===== src/rtl/shift_link_rx.sv =====
// Serial word receiver: collects WIDTH LSB-first data bits plus an odd-parity bit
// framed by a start marker, and presents each word through a one-entry output buffer.
module shift_link_rx #(
    parameter int WIDTH = 16
) (
    input  logic             clk,
    input  logic             reset,
    input  logic             sdata,
    input  logic             svalid,
    input  logic             sframe,
    input  logic             dready,
    input  logic             clr_err,
    output logic [WIDTH-1:0] data,
    output logic             dvalid,
    output logic             perr,
    output logic             overrun,
    output logic             ferr
);

    localparam int CW = $clog2(WIDTH + 1);
    localparam logic [CW-1:0] LAST = CW'(WIDTH - 1);

    typedef enum logic [1:0] {IDLE, SHIFT, PARITY} state_t;

    state_t           state, state_nx;
    logic [CW-1:0]    cnt, cnt_nx;
    logic [WIDTH-1:0] shreg, shreg_nx;
    logic             done;
    logic             frame_err;
    logic             accept;
    logic             drop;

    // Odd parity: data plus parity bit must hold an odd number of ones.
    function automatic logic odd_par_err(input logic [WIDTH-1:0] w, input logic p);
        return ~(^w ^ p);
    endfunction

    always_ff @(posedge clk or posedge reset) begin
        if (reset) begin
            state <= IDLE;
            cnt   <= '0;
            shreg <= '0;
        end else begin
            state <= state_nx;
            cnt   <= cnt_nx;
            shreg <= shreg_nx;
        end
    end

    always_comb begin
        state_nx  = state;
        cnt_nx    = cnt;
        shreg_nx  = shreg;
        done      = 1'b0;
        frame_err = 1'b0;
        if (svalid) begin
            if (sframe) begin
                // A marker always restarts; mid-word it is a framing error.
                frame_err = (state != IDLE);
                shreg_nx  = {sdata, {(WIDTH-1){1'b0}}};
                cnt_nx    = CW'(1);
                state_nx  = SHIFT;
            end else begin
                case (state)
                    SHIFT: begin
                        shreg_nx = {sdata, shreg[WIDTH-1:1]};
                        cnt_nx   = cnt + CW'(1);
                        if (cnt == LAST) state_nx = PARITY;
                    end
                    PARITY: begin
                        done     = 1'b1;
                        cnt_nx   = '0;
                        state_nx = IDLE;
                    end
                    default: ;
                endcase
            end
        end
    end

    assign accept = done && (!dvalid || dready);
    assign drop   = done && dvalid && !dready;

    always_ff @(posedge clk or posedge reset) begin
        if (reset) begin
            data    <= '0;
            dvalid  <= 1'b0;
            perr    <= 1'b0;
            overrun <= 1'b0;
            ferr    <= 1'b0;
        end else begin
            if (accept) begin
                data   <= shreg;
                dvalid <= 1'b1;
                perr   <= odd_par_err(shreg, sdata);
            end else if (dvalid && dready) begin
                dvalid <= 1'b0;
            end
            // Sticky flags: a set on the same edge as a clear wins.
            if (drop)         overrun <= 1'b1;
            else if (clr_err) overrun <= 1'b0;
            if (frame_err)    ferr <= 1'b1;
            else if (clr_err) ferr <= 1'b0;
        end
    end

endmodule


===== config.mk =====
export PLATFORM = sky130hd
export DESIGN_NAME = shift_link_rx
export DESIGN_NICKNAME = d
export VERILOG_FILES = /design/src/rtl/shift_link_rx.sv
export SDC_FILE = /design/constraint.sdc
export NUM_CORES = 1
export LEC_CHECK = 0
export ABC_AREA = 0
export CAP_MARGIN = 20
export CELL_PAD_IN_SITES_DETAIL_PLACEMENT = 1
export CELL_PAD_IN_SITES_GLOBAL_PLACEMENT = 2
export CORE_MARGIN = 2
export CORE_UTILIZATION = 33
export DETAILED_ROUTE_END_ITERATION = 10
export HOLD_SLACK_MARGIN = 0.12
export PLACE_DENSITY_LB_ADDON = 0.12
export SKIP_CTS_REPAIR_TIMING = 1
export SYNTH_ARGS = -nofsm -noshare
export SYNTH_HDL_FRONTEND = slang
export SYNTH_SLANG_ARGS = --single-unit

===== constraint.sdc =====
create_clock -name clk -period 1.65 [get_ports clk]
set_input_delay 0.165 -clock clk [delete_from_list [all_inputs] [get_ports clk]]
set_output_delay 0.165 -clock clk [all_outputs]
set_load 0.005 [all_outputs]

==> metrics.md <==
| Metric | Value |
|---|---|
| Die Y | 81.0 microns |
| R2R depth | 4 |
| Die ar. | ~6600 sq um |
| IO buf count | 26 |
| Yosys reg bits | 43 |
| RSZ-0062 raised after global routing | yes |
| Crit path DAT | around 1.8 ns |
| Predominant post-synthesis flop cell | dfrtp_1 |
| Net Count, Synth | 161 |
| Crit end category | flop |
| Post-place instance area | 2370 sq um |
| Share of post-route cells with drive strength above 1 | 23.2% |
| GPL Wtd Cong | slightly above 0.7 |
| Min-Delay Path Class | input port to async pin |
| TritonCTS Buffers | 5 |
| Io pins | 27 |
| Max-Slew Margin vs Limit | between 60% and 70% |
| Placement Rows | 28 |
| Top cells by area, synth | dfrtp_1 (55%), a22o_1 (7.2%), mux2_4 (6.1%) |
| Die X | 81.0 microns |
| Setup Viol. Count Final | 0 |
| ANT cells | 0 |
| Largest net degree at the start of global routing | 44 |
| Setup_tns | 0 ns |
| Synth top cells by count | dfrtp_1 (43), a22o_1 (16), xnor2_1 (13) |
| Grt ovf | 0 |
| Vias per cell | 5.14 |
| Crit Path Class | flop to flop |
| # H-tree levels | 2 |
| Required time at the worst-slack endpoint | roughly 1.8 ns |
| Clock latency at the later pin of the worst-skew pair | between 0.2 and 0.3 ns |
| VDD IR max | approximately 390 uV |
| Fmax | 623 MHz |
| Syn Area/Cell | around 13 sq um |
| Clock transition at path regs | 0.08 ns |
| Starting Density | 33.6% |
| Async SR Flop Fraction | 100% |
| Cell area after synthesis | a little under 2000 sq um |
| Worst setup SP type | flop |
| Area leader, netlist | dfrtp_1 |
| Starting DRT DRC Count | 65 |
| Reg2Reg Setup Slack | 0.04 ns |
| Root buffer cell | clkbuf_8 |
| Vias in the first global route | 1527 |
| Outcome | completed |
| Core box area | 5820 sq um |
| Layout Cells excl Fill | between 200 and 300 |
| Most numerous cell in the Yosys netlist | dfrtp_1 |
| Pwr Density | just over 900 nW/um^2 |
| Max FO, Critical Path | 9 |
| Post-synthesis sequential area ratio | 55.0% |
| Leakage Power | 1.19 nW |
| Total of max-cap violations | 0 |
| Least-Margin Pin Slew | between 0.4 and 0.5 ns |
| Placed insts | 257 |
| Vias | 1382 |
| Layout Skew | 0.00623 ns |
| Synth warn | 0 |
| Reg2reg start | state[0] |
| Final min period | 1.61 ns |
| Synth top area share | 55.0% |
| DR WL/cell | between 15 and 20 microns |
| Post-synth EDFFs | 0 |
| Cell count after synthesis | 152 |
| Final Cycle Share | 97.3% |
| Utilization after layout | 43.5% |
| DRT Pass-1 Iters | 4 |
| Global Route Usage Sum | 14.9% |
| Post-DP HPWL | 2930 microns |
| Design area | 2530 sq um |
| Antenna Nets Post-Route | 0 |
| NumNets Final | around 200 |
| Area Growth Syn to Fin | 29.2% |
| FF-to-FF End | data[12] |
| CTS sink count | 43 |
| Detailed Route WL | 4480 microns |
| DRC | 0 |
| CTS Buffer Depth | 2 |
| Global-route wire length before repair | 7420 microns |
| CTS tree | yes |
| Initial antenna violation count | 0 |
| Distinct cells, synth | 32 |
| Max-slew violations | 0 |
| Fin. Hold Viols | 0 |
-- routing by layer --
| metal | GRT usage (%) | vias to the layer above | part of all wire [%] |
|---|---|---|---|
| li1 | - | 630 | - |
| met1 | 17.9 | 711 | 44 |
| met2 | 26.5 | 36 | 51 |
| met5 | 0 | - | 0 |
| met3 | 3.44 | 5 | 3.8 |
| met4 | 4.58 | 0 | 0.94 |
-- flip-flops by register name, summed over array words and instances, names as in the netlist --
register  flops
dvalid        1
ferr          1
state         2
cnt           5
perr          1
shreg        16
data         16
overrun       1
-- how the worst max path moves through the flow --
stage,start,endpoint
2_1_floorplan,state[0],data[0]
3_5_place_dp,svalid,data[6]
6_report,state[0],data[12]
3_3_place_gp,sdata,perr
4_1_cts,state[0],data[0]
5_1_grt,cnt[1],cnt[4]
-- where the power goes --
group	internal [mW]	switching, mW
combinational	0.181	0.176
sequential	1.11	0.0480
clock	0.444	0.361
-- area by class of cell --
type,instances,area [sq um]
clock inverter,1,30.0
timing repair buffer,41,385
multi-input combinational,94,836
tap,75,93.8
fill,639,3290
sequential,43,1080
clock buffer,6,72.6
inverter,9,33.8
-- cells in the final DEF (no fill, tap or decap), types with 2 or more instances in the layout --
master | Yosys | layout
a21oi_1 | 4 | 4
a22o_1 | 16 | 16
buf_4 | 0 | 14
clkbuf_8 | 0 | 5
clkdlybuf4s50_1 | 0 | 26
dfrtp_1 | 43 | 43
inv_1 | 9 | 9
mux2_2 | 9 | 9
mux2_4 | 8 | 8
nand2_1 | 5 | 5
nand2b_1 | 4 | 3
nand2b_4 | 1 | 4
nand3_1 | 4 | 4
nand4_1 | 2 | 2
o21ai_0 | 4 | 3
o21ai_1 | 1 | 2
o22ai_1 | 6 | 6
xnor2_1 | 13 | 13
-- worst max-delay path: stages, from the launching register on --
cell,delay [ns]
dfrtp_1,0.38
nand2b_4,0.15
or3b_4,0.41
nand2b_4,0.23
mux2_2,0.32
-- kinds of logic (layout without fill, tap and decap cells) --
logic type      count (synthesis)  after routing  share of synthesized area, %
compound gates                 37             37                          13.9
xor+xnor                       15             15                          7.42
flops                          43             43                          55.0
fa+ha+maj                       2              2                          1.28
simple gates                   21             23                          6.65
buf+inv                        17             57                          4.41
mux                            17             17                          11.3
-- per-stage QoR --
stage                     setup slack [ns]  hold WS (ns)  total power [mW]
after floorplan                    -0.0685         0.261              1.40
after global placement              -0.125         0.474              1.49
after detailed placement            -0.156         0.486              1.52
after CTS                          -0.0329         0.236              2.33
after global routing               -0.0333         0.248              2.44
final                               0.0442         0.215              2.32
(Power assumes the default switching activity.)
